## src/rtl/sync_debounce_if.sv

```systemverilog
// Signal bundle between a synchronised input source and the debouncer.
// The master side drives the raw sample and the counter clear.
// The slave side (the debouncer) returns the filtered level, the event pulses and the status.
interface sync_debounce_if #(
  parameter int CNT_W = 8
) ();
  logic             in_sync;
  logic             clr;
  logic             level;
  logic             rise;
  logic             fall;
  logic [CNT_W-1:0] event_cnt;
  logic             busy;

  modport master (
    output in_sync,
    output clr,
    input  level,
    input  rise,
    input  fall,
    input  event_cnt,
    input  busy
  );

  modport slave (
    input  in_sync,
    input  clr,
    output level,
    output rise,
    output fall,
    output event_cnt,
    output busy
  );
endinterface

```

## src/rtl/sync_debounce.sv

```systemverilog
// Debouncer for a single bit that is already synchronous to clk.
// A new level is accepted only after STABLE_CYCLES consecutive identical samples.
// On acceptance the block emits a one-cycle rise or fall pulse.
// Accepted rising edges are counted in a wrapping counter that software can clear.
module sync_debounce #(
  parameter int STABLE_CYCLES = 16,
  parameter int CNT_W         = 8
) (
  input  logic            clk,
  input  logic            reset,
  sync_debounce_if.slave  bus
);

  localparam int            CW         = (STABLE_CYCLES > 1) ? $clog2(STABLE_CYCLES) : 1;
  localparam logic [CW-1:0] LAST_COUNT = CW'(STABLE_CYCLES - 1);

  typedef enum logic [1:0] {
    IDLE_LO,
    WAIT_HI,
    IDLE_HI,
    WAIT_LO
  } state_t;

  state_t           stateReg;
  state_t           stateNext;
  logic [CW-1:0]    stabCnt;
  logic [CW-1:0]    stabCntNext;
  logic             levelReg;
  logic             levelNext;
  logic             riseReg;
  logic             riseNext;
  logic             fallReg;
  logic             fallNext;
  logic             busyReg;
  logic             busyNext;
  logic [CNT_W-1:0] eventCnt;
  logic [CNT_W-1:0] eventCntNext;

  // Qualification FSM: a candidate level must be seen on STABLE_CYCLES edges in a row, any opposite sample discards it
  always_comb begin
    stateNext   = stateReg;
    stabCntNext = stabCnt;
    levelNext   = levelReg;
    riseNext    = 1'b0;
    fallNext    = 1'b0;
    case (stateReg)
      IDLE_LO: begin
        if (bus.in_sync) begin
          stateNext   = WAIT_HI;
          stabCntNext = CW'(1);
        end
      end
      WAIT_HI: begin
        if (!bus.in_sync) begin
          stateNext   = IDLE_LO;
          stabCntNext = '0;
        end else if (stabCnt == LAST_COUNT) begin
          stateNext   = IDLE_HI;
          stabCntNext = '0;
          levelNext   = 1'b1;
          riseNext    = 1'b1;
        end else begin
          stabCntNext = stabCnt + CW'(1);
        end
      end
      IDLE_HI: begin
        if (!bus.in_sync) begin
          stateNext   = WAIT_LO;
          stabCntNext = CW'(1);
        end
      end
      WAIT_LO: begin
        if (bus.in_sync) begin
          stateNext   = IDLE_HI;
          stabCntNext = '0;
        end else if (stabCnt == LAST_COUNT) begin
          stateNext   = IDLE_LO;
          stabCntNext = '0;
          levelNext   = 1'b0;
          fallNext    = 1'b1;
        end else begin
          stabCntNext = stabCnt + CW'(1);
        end
      end
      default: begin
        stateNext   = IDLE_LO;
        stabCntNext = '0;
        levelNext   = 1'b0;
      end
    endcase
    busyNext = (stateNext == WAIT_HI) || (stateNext == WAIT_LO);
  end

  // Event counter update: a clear coinciding with an accepted rise still keeps that rise, so the count restarts at one
  always_comb begin
    eventCntNext = eventCnt;
    if (riseNext) begin
      eventCntNext = bus.clr ? CNT_W'(1) : eventCnt + CNT_W'(1);
    end else if (bus.clr) begin
      eventCntNext = '0;
    end
  end

  // State and registered outputs; reset drops any candidate in flight
  always_ff @(posedge clk or negedge reset) begin
    if (!reset) begin
      stateReg <= IDLE_LO;
      stabCnt  <= '0;
      levelReg <= 1'b0;
      riseReg  <= 1'b0;
      fallReg  <= 1'b0;
      busyReg  <= 1'b0;
      eventCnt <= '0;
    end else begin
      stateReg <= stateNext;
      stabCnt  <= stabCntNext;
      levelReg <= levelNext;
      riseReg  <= riseNext;
      fallReg  <= fallNext;
      busyReg  <= busyNext;
      eventCnt <= eventCntNext;
    end
  end

  assign bus.level     = levelReg;
  assign bus.rise      = riseReg;
  assign bus.fall      = fallReg;
  assign bus.busy      = busyReg;
  assign bus.event_cnt = eventCnt;

endmodule

```

## src/flat_wrapper.sv

```systemverilog
// flat-port wrapper written by rule: the top's interface ports become plain ports
module sync_debounce_flat 
#(
  parameter int STABLE_CYCLES = 16,
  parameter int CNT_W         = 8
)
  (clk, reset, bus_in_sync, bus_clr, bus_level, bus_rise, bus_fall, bus_event_cnt, bus_busy);
  sync_debounce_if #(.CNT_W(CNT_W)) bus_i ();
  input  logic clk;
  input  logic reset;
  input wire logic [$bits(bus_i.in_sync)-1:0] bus_in_sync;
  input wire logic [$bits(bus_i.clr)-1:0] bus_clr;
  output wire logic [$bits(bus_i.level)-1:0] bus_level;
  output wire logic [$bits(bus_i.rise)-1:0] bus_rise;
  output wire logic [$bits(bus_i.fall)-1:0] bus_fall;
  output wire logic [$bits(bus_i.event_cnt)-1:0] bus_event_cnt;
  output wire logic [$bits(bus_i.busy)-1:0] bus_busy;
  assign bus_i.in_sync = bus_in_sync;
  assign bus_i.clr = bus_clr;
  assign bus_level = bus_i.level;
  assign bus_rise = bus_i.rise;
  assign bus_fall = bus_i.fall;
  assign bus_event_cnt = bus_i.event_cnt;
  assign bus_busy = bus_i.busy;
  sync_debounce #(.STABLE_CYCLES(STABLE_CYCLES), .CNT_W(CNT_W)) u_core (.clk(clk), .reset(reset), .bus(bus_i));
endmodule
```

## config.mk

```make
export PLATFORM = sky130hd
export DESIGN_NAME = sync_debounce_flat
export DESIGN_NICKNAME = d
export VERILOG_FILES = /design/src/rtl/sync_debounce_if.sv /design/src/rtl/sync_debounce.sv /design/src/flat_wrapper.sv
export SDC_FILE = /design/constraint.sdc
export NUM_CORES = 1
export LEC_CHECK = 0
export ABC_CLOCK_PERIOD_IN_PS = 3900
export CAP_MARGIN = 10
export CORE_ASPECT_RATIO = 0.75
export CORE_UTILIZATION = 25
export DETAILED_ROUTE_END_ITERATION = 7
export SLEW_MARGIN = 20
export SYNTH_ARGS = -nofsm -noshare
export SYNTH_HDL_FRONTEND = slang
export SYNTH_SLANG_ARGS = --single-unit
```

## constraint.sdc

```tcl
create_clock -name clk -period 3.9 [get_ports clk]
set_clock_uncertainty 0.15 [all_clocks]
set_input_delay 0.975 -clock clk [delete_from_list [all_inputs] [get_ports clk]]
set_output_delay 0.975 -clock clk [all_outputs]
set_load 0.02 [all_outputs]
```

==> results, run 1 <==
- The flow ran to the end, but the final reports show violations.
- The checks that failed: design-rule violations.
- After the last flow step, the layout net total stands at 107.
- The total negative slack is 0 ps.
- The net count after synthesis is 92.
- In the final routed layout, each cell accounts on average for 12.89 um.
- The number of I/O port buffers is 15.
- The smallest clock period supported by the final layout is computed as roughly 2600 ps.
- For this run the aggregate overflow at the end of global routing stands at 0.
- In this run the tightest slew margin relative to its limit is 46.91%.
- The instance count after placement with tap cells included is 136.
- The count of warnings emitted by yosys is 0.
- The share of the synthesized area in compound gates (AO/OA/AOI/OAI) is about an eighth.
- The placed wire-length estimate after detailed placement is 1.251 mm.
- The dominant combinational cell family by area after synthesis is simple AND/OR/NAND/NOR gates.
- The maximum number of pins on one net before global-route repair is 18.
- The number of storage elements in the synthesis netlist is 17.
- The peak supply drop is 191.4 uV.
- The H-tree depth is 1.
- The total setup buffers inserted after CTS is 0.
- STA classifies the critical path startpoint as an input pin.
- The number of iterations in the first detailed-routing pass is 6.
- The buffer levels on the longest clock path is 2.
- The tree is rooted in a sky130_fd_sc_hd__clkbuf_8.
- The total CTS buffers is 3.
- The detail-routed via count per cell is 4.957.
- TritonCTS built the clock tree.
- The count of nets left with antenna violations after detail routing is 0.
- Counting distinct cell types in the post-synthesis netlist gives 31.
- The cell area after synthesis is 879.6 um^2.
- The worst setup path is captured at a flop.
- The final weighted congestion in routability-driven placement is between 0.7 and 0.8.
- The total count of hold-check failures in the final report is 0.
- 16 I/O pins were placed.
- Of the cells placed in the final design, the portion with a size suffix greater than 1 is 7.000%.
- The slowest stage of the critical path belongs to the cell sky130_fd_sc_hd__clkdlybuf4s50_1.
- The repair_antennas step left the layout with diodes totalling 0.
- The arithmetic-cell share of the synthesized area counting full adders, half adders and majority gates is 2.845%.
- The cell family contributing the most delay on the critical path is buffers and inverters.
- The layout has 355 filler cells.
- In this run the static leakage power is 0.0004444 uW.
- The wire length of the first global-routing pass is 3.277 mm.
- For this design the ratio of total power to cell area is 317.9 mW/mm^2.
- The portion of synthesized area spent on multiplexers is 1.280%.
- The die is 53.37 um tall.
- Setup violations remaining at the end of the flow were counted as 0.
- In the routed design, unresolved DRC markers number 2.
- The cell count after synthesis came out at 86.
- The clock drives 17 sinks.
- On the worst path, the slowest cell contributes a delay of 710 ps.
- The critical path goes through clkdlybuf4s50_1, nand4b_1, nor4_1, mux2_2.
- The area growth from synthesis to layout is 24.47%.
- Post-CTS repair changed the size of 0 cells.
- A synthesized cell averages roughly 10 um^2.
- The via count of the first global-routing pass is 712.
- The starting density of the core is 26.39%.
- The routed via count is 694.
- The number of buffers and inverters on the critical path is 1.
- For the pin with the worst max-slew slack, the measured transition is 793.9 ps.
- After clock tree synthesis, the clock-pin slew on the worst setup and hold paths is 70 ps.
- The kind of critical path is in -> reg.
- Summing the areas of all xor and xnor instances in the mapped netlist gives 3.983% of the synthesized area.
- The number of rows created at floorplan is 18.
- The area of the die is 0.003762 mm^2.
- Of all nets on the critical path, the largest fanout is 9.
- The max-slew violation count is 0.
- The non-filler instance count after layout is 140.
- The worst hold path belongs to the class reg -> reg.
- Dividing the final minimum period by the clock period gives 67.01%.
- The floorplan step set the die width to ~70 um.
- The sequential area share after synthesis is ~48%.
- In this run, post-CTS hold repair placed 0 buffers.
- The highest clock frequency the design can meet is 0.3827 GHz.
- The number of antenna violations at the first check in global routing is 0.
- The critical path data required time is 3900 ps.
- The area of the placeable core is around 0.0033 mm^2.
- The total global-route track usage is 11.55%.
- In this run, the number of DRC markers left after iteration 0 of detailed routing was 42.
- Of the total synthesized cell area, the portion taken by AND, OR, NAND and NOR gates is 26.03%.
- The count of maximum capacitance violations is 0.
- For the worst setup path, the data arrival time is approximately 2600 ps.
- Setup repair after global routing left no endpoint under its margin.
- The clock reaches the later pin of the worst-skew pair after 260 ps.
- Wires add up to 1.804 mm.
==> routing by layer <==
metal  global-route usage [%]  vias to the layer above  wire length (um)
met5                        0                        -                 0
met4                    6.122                        0                47
met3                    4.000                        4                95
met2                    18.12                       18               759
met1                    14.11                      331               902
li1                         -                      341                 -
==> cells in the final DEF (no fill, tap or decap) <==
| master | count |
|---|---|
| sky130_fd_sc_hd__mux2_2 | 1 |
| sky130_fd_sc_hd__o21ai_0 | 4 |
| sky130_fd_sc_hd__or4_1 | 4 |
| sky130_fd_sc_hd__nand2b_1 | 2 |
| sky130_fd_sc_hd__nand3_1 | 3 |
| sky130_fd_sc_hd__and2b_1 | 1 |
| sky130_fd_sc_hd__ha_1 | 2 |
| sky130_fd_sc_hd__xor2_1 | 2 |
| sky130_fd_sc_hd__clkbuf_1 | 1 |
| sky130_fd_sc_hd__clkbuf_8 | 3 |
| sky130_fd_sc_hd__nand4_4 | 1 |
| sky130_fd_sc_hd__o21bai_1 | 1 |
| sky130_fd_sc_hd__clkdlybuf4s50_1 | 15 |
| sky130_fd_sc_hd__a311oi_1 | 1 |
| sky130_fd_sc_hd__nor4_1 | 1 |
| sky130_fd_sc_hd__a22o_1 | 1 |
| sky130_fd_sc_hd__nand4b_1 | 2 |
| sky130_fd_sc_hd__a21oi_1 | 7 |
| sky130_fd_sc_hd__dfrtp_1 | 17 |
| sky130_fd_sc_hd__inv_1 | 2 |
| sky130_fd_sc_hd__xnor2_1 | 2 |
| sky130_fd_sc_hd__nand3b_4 | 1 |
| sky130_fd_sc_hd__and4b_1 | 1 |
| sky130_fd_sc_hd__and4_2 | 1 |
| sky130_fd_sc_hd__o31ai_1 | 4 |
| sky130_fd_sc_hd__nor2_1 | 5 |
| sky130_fd_sc_hd__nand2_1 | 11 |
| sky130_fd_sc_hd__o22ai_1 | 1 |
| sky130_fd_sc_hd__nor2b_1 | 1 |
| sky130_fd_sc_hd__nand4_1 | 1 |
| sky130_fd_sc_hd__or3_1 | 1 |
==> stage by stage <==
stage | util (%) | total power [uW] | setup WS (ps) | hold slack (ps) | instance area [um^2]
floorplan | - | 205.4 | 1668 | 334.2 | 879.6
global placement | 31.49 | 215.9 | 1050 | 355.3 | 1050
detailed placement | 31.49 | 216.9 | 1004 | 361.8 | 1050
CTS | 32.85 | 351.4 | 1279 | 375.7 | 1095
global route | 32.85 | 360.1 | 1093 | 401.8 | 1095
finish | 32.85 | 348.0 | 1287 | 369.8 | 1095
==> path summary, 6_finish.rpt <==
kind / from / to / slack (ps) / cells past startpoint
worst max-delay path: bus_in_sync / u_core.bus.event_cnt[7] / 1290 / 4
worst min-delay path: u_core.stabCnt[0] / u_core.stabCnt[0] / 370 / 1
worst max register to register: u_core.stabCnt[0] / u_core.bus.event_cnt[7] / 2000 / 4
worst min register to register: u_core.stabCnt[0] / u_core.stabCnt[0] / 370 / 1
max in group asynchronous: reset / u_core.bus.rise / 2070 / 1
min in group asynchronous: reset / u_core.stabCnt[3] / 1030 / 1
==> kinds of logic (layout without fill, tap and decap cells) <==
group / Yosys count / in the layout
DFF: 17 / 17
and+or+nand+nor: 36 / 36
adders and majority gates: 2 / 2
buffers and inverters: 7 / 21
muxes: 1 / 1
xor gates and xnor gates: 4 / 4
AOI/OAI and AO/OA: 19 / 19
==> power breakdown <==
part           switching [uW]  internal (uW)  total [uW]
logic                    14.8           10.6        25.4
registers                6.76            181         188
clock network            62.4           72.6         135
total                    83.9            264         348
==> final cells by class <==
class	instances	area (um^2)	area share, %
inverter	2	7.507	0.6857
timing repair buffer	15	150.1	13.71
sequential	17	425.4	38.86
clock buffer	4	45.04	4.114
tap	40	50.05	4.571
multi-input combinational	62	416.7	38.06
==> Yosys cell counts <==
master	number	share of area, %
sky130_fd_sc_hd__o21bai_1	1	0.85
sky130_fd_sc_hd__o22ai_1	1	0.71
sky130_fd_sc_hd__o31ai_1	4	3.4
sky130_fd_sc_hd__nor4_1	1	0.71
sky130_fd_sc_hd__nand4_1	1	0.71
sky130_fd_sc_hd__ha_1	2	2.8
sky130_fd_sc_hd__nand4b_1	2	2.0
sky130_fd_sc_hd__xnor2_1	2	2.0
sky130_fd_sc_hd__o21ai_0	4	2.3
sky130_fd_sc_hd__nand2_1	11	4.7
sky130_fd_sc_hd__and2b_1	1	0.85
sky130_fd_sc_hd__a21oi_1	7	4.0
sky130_fd_sc_hd__or4_1	4	3.4
sky130_fd_sc_hd__nand4_4	1	2.4
sky130_fd_sc_hd__buf_1	1	0.43
sky130_fd_sc_hd__buf_6	1	1.3
sky130_fd_sc_hd__nand2b_1	2	1.4
sky130_fd_sc_hd__xor2_1	2	2.0
sky130_fd_sc_hd__nand3b_4	1	2.3
sky130_fd_sc_hd__inv_1	2	0.85
sky130_fd_sc_hd__and4b_1	1	1.1
sky130_fd_sc_hd__mux2_2	1	1.3
sky130_fd_sc_hd__a22o_1	1	1.0
sky130_fd_sc_hd__dfrtp_1	17	48
sky130_fd_sc_hd__nor2b_1	1	0.71
sky130_fd_sc_hd__nand3_1	3	1.7
sky130_fd_sc_hd__or3_1	1	0.71
sky130_fd_sc_hd__nor2_1	5	2.1
sky130_fd_sc_hd__buf_2	3	1.7
sky130_fd_sc_hd__and4_2	1	1.1
sky130_fd_sc_hd__a311oi_1	1	1.0
==> registers in the layout (all words and copies together) (netlist names) <==
signal / cells
u_core.stateReg: 2
u_core.bus.event_cnt: 8
u_core.bus.rise: 1
u_core.bus.level: 1
u_core.stabCnt: 4
u_core.bus.fall: 1
Power figures use the tool's default switching activity.
==> run 2: changes to the inputs <==
- ABC_CLOCK_PERIOD_IN_PS: 3900 -> 2650
- clock period: 3.9 -> 2.65 ns (I/O delays scaled with it)
==> results, run 2 (same netlist as run 1, synthesis figures left out) <==
- The count of filler cells inserted in the layout is 354 (-0.28%).
- The fraction of met3 tracks used by global routing is 3.810% (-0.19 points).
- The non-filler instance count after layout is 142 (+1.4%).
- The max-slew violation count was 0 (unchanged).
- The placed wire-length estimate after detailed placement was 1.371 mm (+9.6%).
- The startpoint of the worst register-to-register path is u_core.stabCnt[0].
- The total I/O pin count is 16 (unchanged).
- The area of the die was 0.003762 mm^2 (unchanged).
- The peak supply drop is 256.7 uV (+34%).
- The power share of the sequential group came to 54.8% (+0.9 points).
- The total setup buffers inserted after CTS is 0 (unchanged).
- The biggest cell delay along the critical path was 670 ps (-40 ps).
- The area of all placed cells without fillers is 0.001110 mm^2 (+1.4%).
- The signal arrival time at the worst endpoint is 1470 ps (-1140 ps).
- The post-layout net count is 109 (+1.9%).
- The number of rows created at floorplan is 18 (unchanged).
- The library cell used most frequently in the layout, excluding fill and tap cells, is sky130_fd_sc_hd__dfrtp_1.
- The overall die width is 70.49 um (unchanged).
- The fraction of power spent switching nets is 22.43% (-1.7 points).
- The routed wire length came to 1.883 mm (+4.4%).
- The number of I/O port buffers came to 15 (unchanged).
- The number of iterations in the first detailed-routing pass is 6 (unchanged).
- For hold timing, the worst endpoint is u_core.stabCnt[0].
- The total CTS buffers is 3 (unchanged).
- The CTS sink count is 17 (unchanged).
- The clock network latency to the later pin of the worst-skew pair is 250 ps (about the same).
- STA classifies the critical path endpoint as a primary output.
- The critical path data required time is 1840 ps (-2060 ps).
- The clock transition time at the flip-flop clock pins of the worst setup and hold paths came to 60 ps (about the same).
- The worst reg-to-reg setup slack is 750 ps (-1250 ps).
- The maximum number of pins on one net before global-route repair came to 18 (unchanged).
- The TritonCTS clock tree is done.
- The diode insertion count for antenna repair is 0 (unchanged).
- The checks that failed: design-rule violations.
- The share of post-route cells with drive strength above 1 was 8.824% (+1.8 points).
- The total power density per cell area is 453.7 mW/mm^2 (+43%).
- Leaving out fill and tap cells, the most frequent cells in the layout are sky130_fd_sc_hd__dfrtp_1, sky130_fd_sc_hd__clkdlybuf4s50_1, sky130_fd_sc_hd__nand2_1, sky130_fd_sc_hd__a21oi_1, sky130_fd_sc_hd__nor2_1.
- The clock network fraction of design power is 37.2% (-1.6 points).
- The count of maximum capacitance violations is 0 (unchanged).
- The routed via count is 720 (+3.7%).
- The buffer and inverter count on the worst path came to 1 (unchanged).
- The global-route track usage on met1 is 14.65% (+0.55 points).
- The endpoint identified for the worst register-to-register timing path is u_core.bus.event_cnt[7].
- The area of placed instances came to 0.001065 mm^2 (+1.4%).
- The number of antenna violations at the first check in global routing is 0 (unchanged).
- The total power is 503.5 uW (+45%).
- The hold slack was 362.4 ps (-7.364 ps).
- The DRC marker count from the first detailed-route iteration is 53 (+26%).
- Setup repair after global routing left no endpoint under its margin.
- From synthesis to final layout, the design area changed by 26.17%.
- The highest clock frequency the design can meet is 0.4382 GHz.
- The worst max-slew margin expressed relative to the limit is 76.34% (+29 points).
- The cell leakage power came to 0.0004541 uW (+2.2%).
- The buffer levels on the longest clock path is 2 (unchanged).
- The reported net switching power is 112.9 uW (+35%).
- The shortest period the worst path allows is 2282 ps.
- The number of flip-flops in the largest register is 8 (unchanged).
- The maximum net fanout on the critical path is 10 (+1).
- The average wire per standard cell came to 13.26 um (+2.9%).
- The final weighted congestion in routability-driven placement is 0.7875 (+2.4%).
- The global-route layer with the greatest usage is met2.
- The total count of hold-check failures in the final report is 0 (unchanged).
- The wire length of the first global-routing pass is 2.898 mm (-12%).
- The total overflow reported by the global router is 0 (unchanged).
- The worst hold path belongs to the class reg -> reg.
- The quantity of gates resized following cts is 0 (unchanged).
- The met2 routing resource usage after global routing is 14.89% (-3.2 points).
- The worst setup path is launched from a flop.
- The combinational cell fraction of total power came to 8.0% (+0.7 points).
- The kind of critical path is reg -> out.
- The instance count after placement with tap cells included is 138 (+1.5%).
- The number of hold buffers added after CTS is 0 (unchanged).
- Broken down by cell family, the worst path's largest delay share belongs to buffers and inverters.
- The source of the worst hold timing path is u_core.stabCnt[0].
- The total negative slack is 0 ps (unchanged).
- The total global-route track usage was 10.55% (-1.0 points).
- The detail-routed via count per cell is 5.070 (+2.3%).
- The count of cells along the worst register-to-register path is 4 (unchanged).
- The cell at the root of the clock tree is sky130_fd_sc_hd__clkbuf_8.
- The run finished, with violations left.
- In the finished design, the share of the clock period the worst path needs comes to 86.12%.
- The total of endpoints with negative setup slack in the final report is 0 (unchanged).
- The starting density of the core is 26.39% (unchanged).
- The height of the die is 53.37 um (unchanged).
- The count of nets left with antenna violations after detail routing is 0 (unchanged).
- The cell internal power dissipation is 390.6 uW (+48%).
- The slew at the pin with the worst max-slew slack was 353.9 ps (-440.1 ps).
- The via count of the first global-routing pass is 602 (-15%).
- The area of the placeable core is 0.003333 mm^2 (unchanged).
- The cell with the largest stage delay on the worst path is sky130_fd_sc_hd__clkdlybuf4s50_1.
- Traced cell by cell, the critical path runs through clkdlybuf4s50_1.
- The H-tree depth is 1 (unchanged).
- The post-route DRC violation count is 3 (+1).
- The cell depth of the worst hold path is 1 (unchanged).
[run 2: metrics by stage]
| step | worst slack [ps] | util, % |
|---|---|---|
| floorplan | 730.9 | - |
| global placement | 260.9 | 31.94 |
| detailed placement | 238.8 | 31.94 |
| CTS | 365.8 | 33.30 |
| global route | 289.3 | 33.30 |
| finish | 367.7 | 33.30 |
[run 2: cell type report]
type                    count  area [um^2]  area share (%)
flip-flops and latches     17        425.4           38.33
multi-input cells          62        416.7           37.54
clock buffers               4        45.04           4.059
well taps                  40        50.05           4.510
inverters                   2        7.507          0.6764
repair buffers             17        165.2           14.88
[run 2: how the worst max path moves through the flow]
stage | depth (start not counted) | end | start | slack (ps)
finish | 1 | bus_busy | u_core.stateReg[0] | 370
global route | 1 | bus_busy | u_core.stateReg[0] | 290
CTS | 1 | bus_busy | u_core.stateReg[0] | 370
detailed placement | 4 | u_core.bus.event_cnt[7] | bus_in_sync | 240
global placement | 4 | u_core.bus.event_cnt[7] | bus_in_sync | 260
floorplan | 4 | u_core.bus.event_cnt[7] | bus_in_sync | 730
[run 2: power by group through the flow]
stage	combinational, uW	clock [uW]	sequential (uW)
4_1_cts	41.0	193	276
5_1_grt	44.7	205	277
6_report	40.3	187	276
3_3_place_gp	39.8	0	280
3_5_place_dp	41.0	0	281
2_1_floorplan	23.2	0	279
[run 2: metal layers]
| metal | vias to the layer above | part of all wire, % |
|---|---|---|
| met3 | 4 | 5.5 |
| met1 | 345 | 53 |
| li1 | 347 | - |
| met2 | 24 | 40 |
| met4 | 0 | 1.5 |
| met5 | - | 0 |
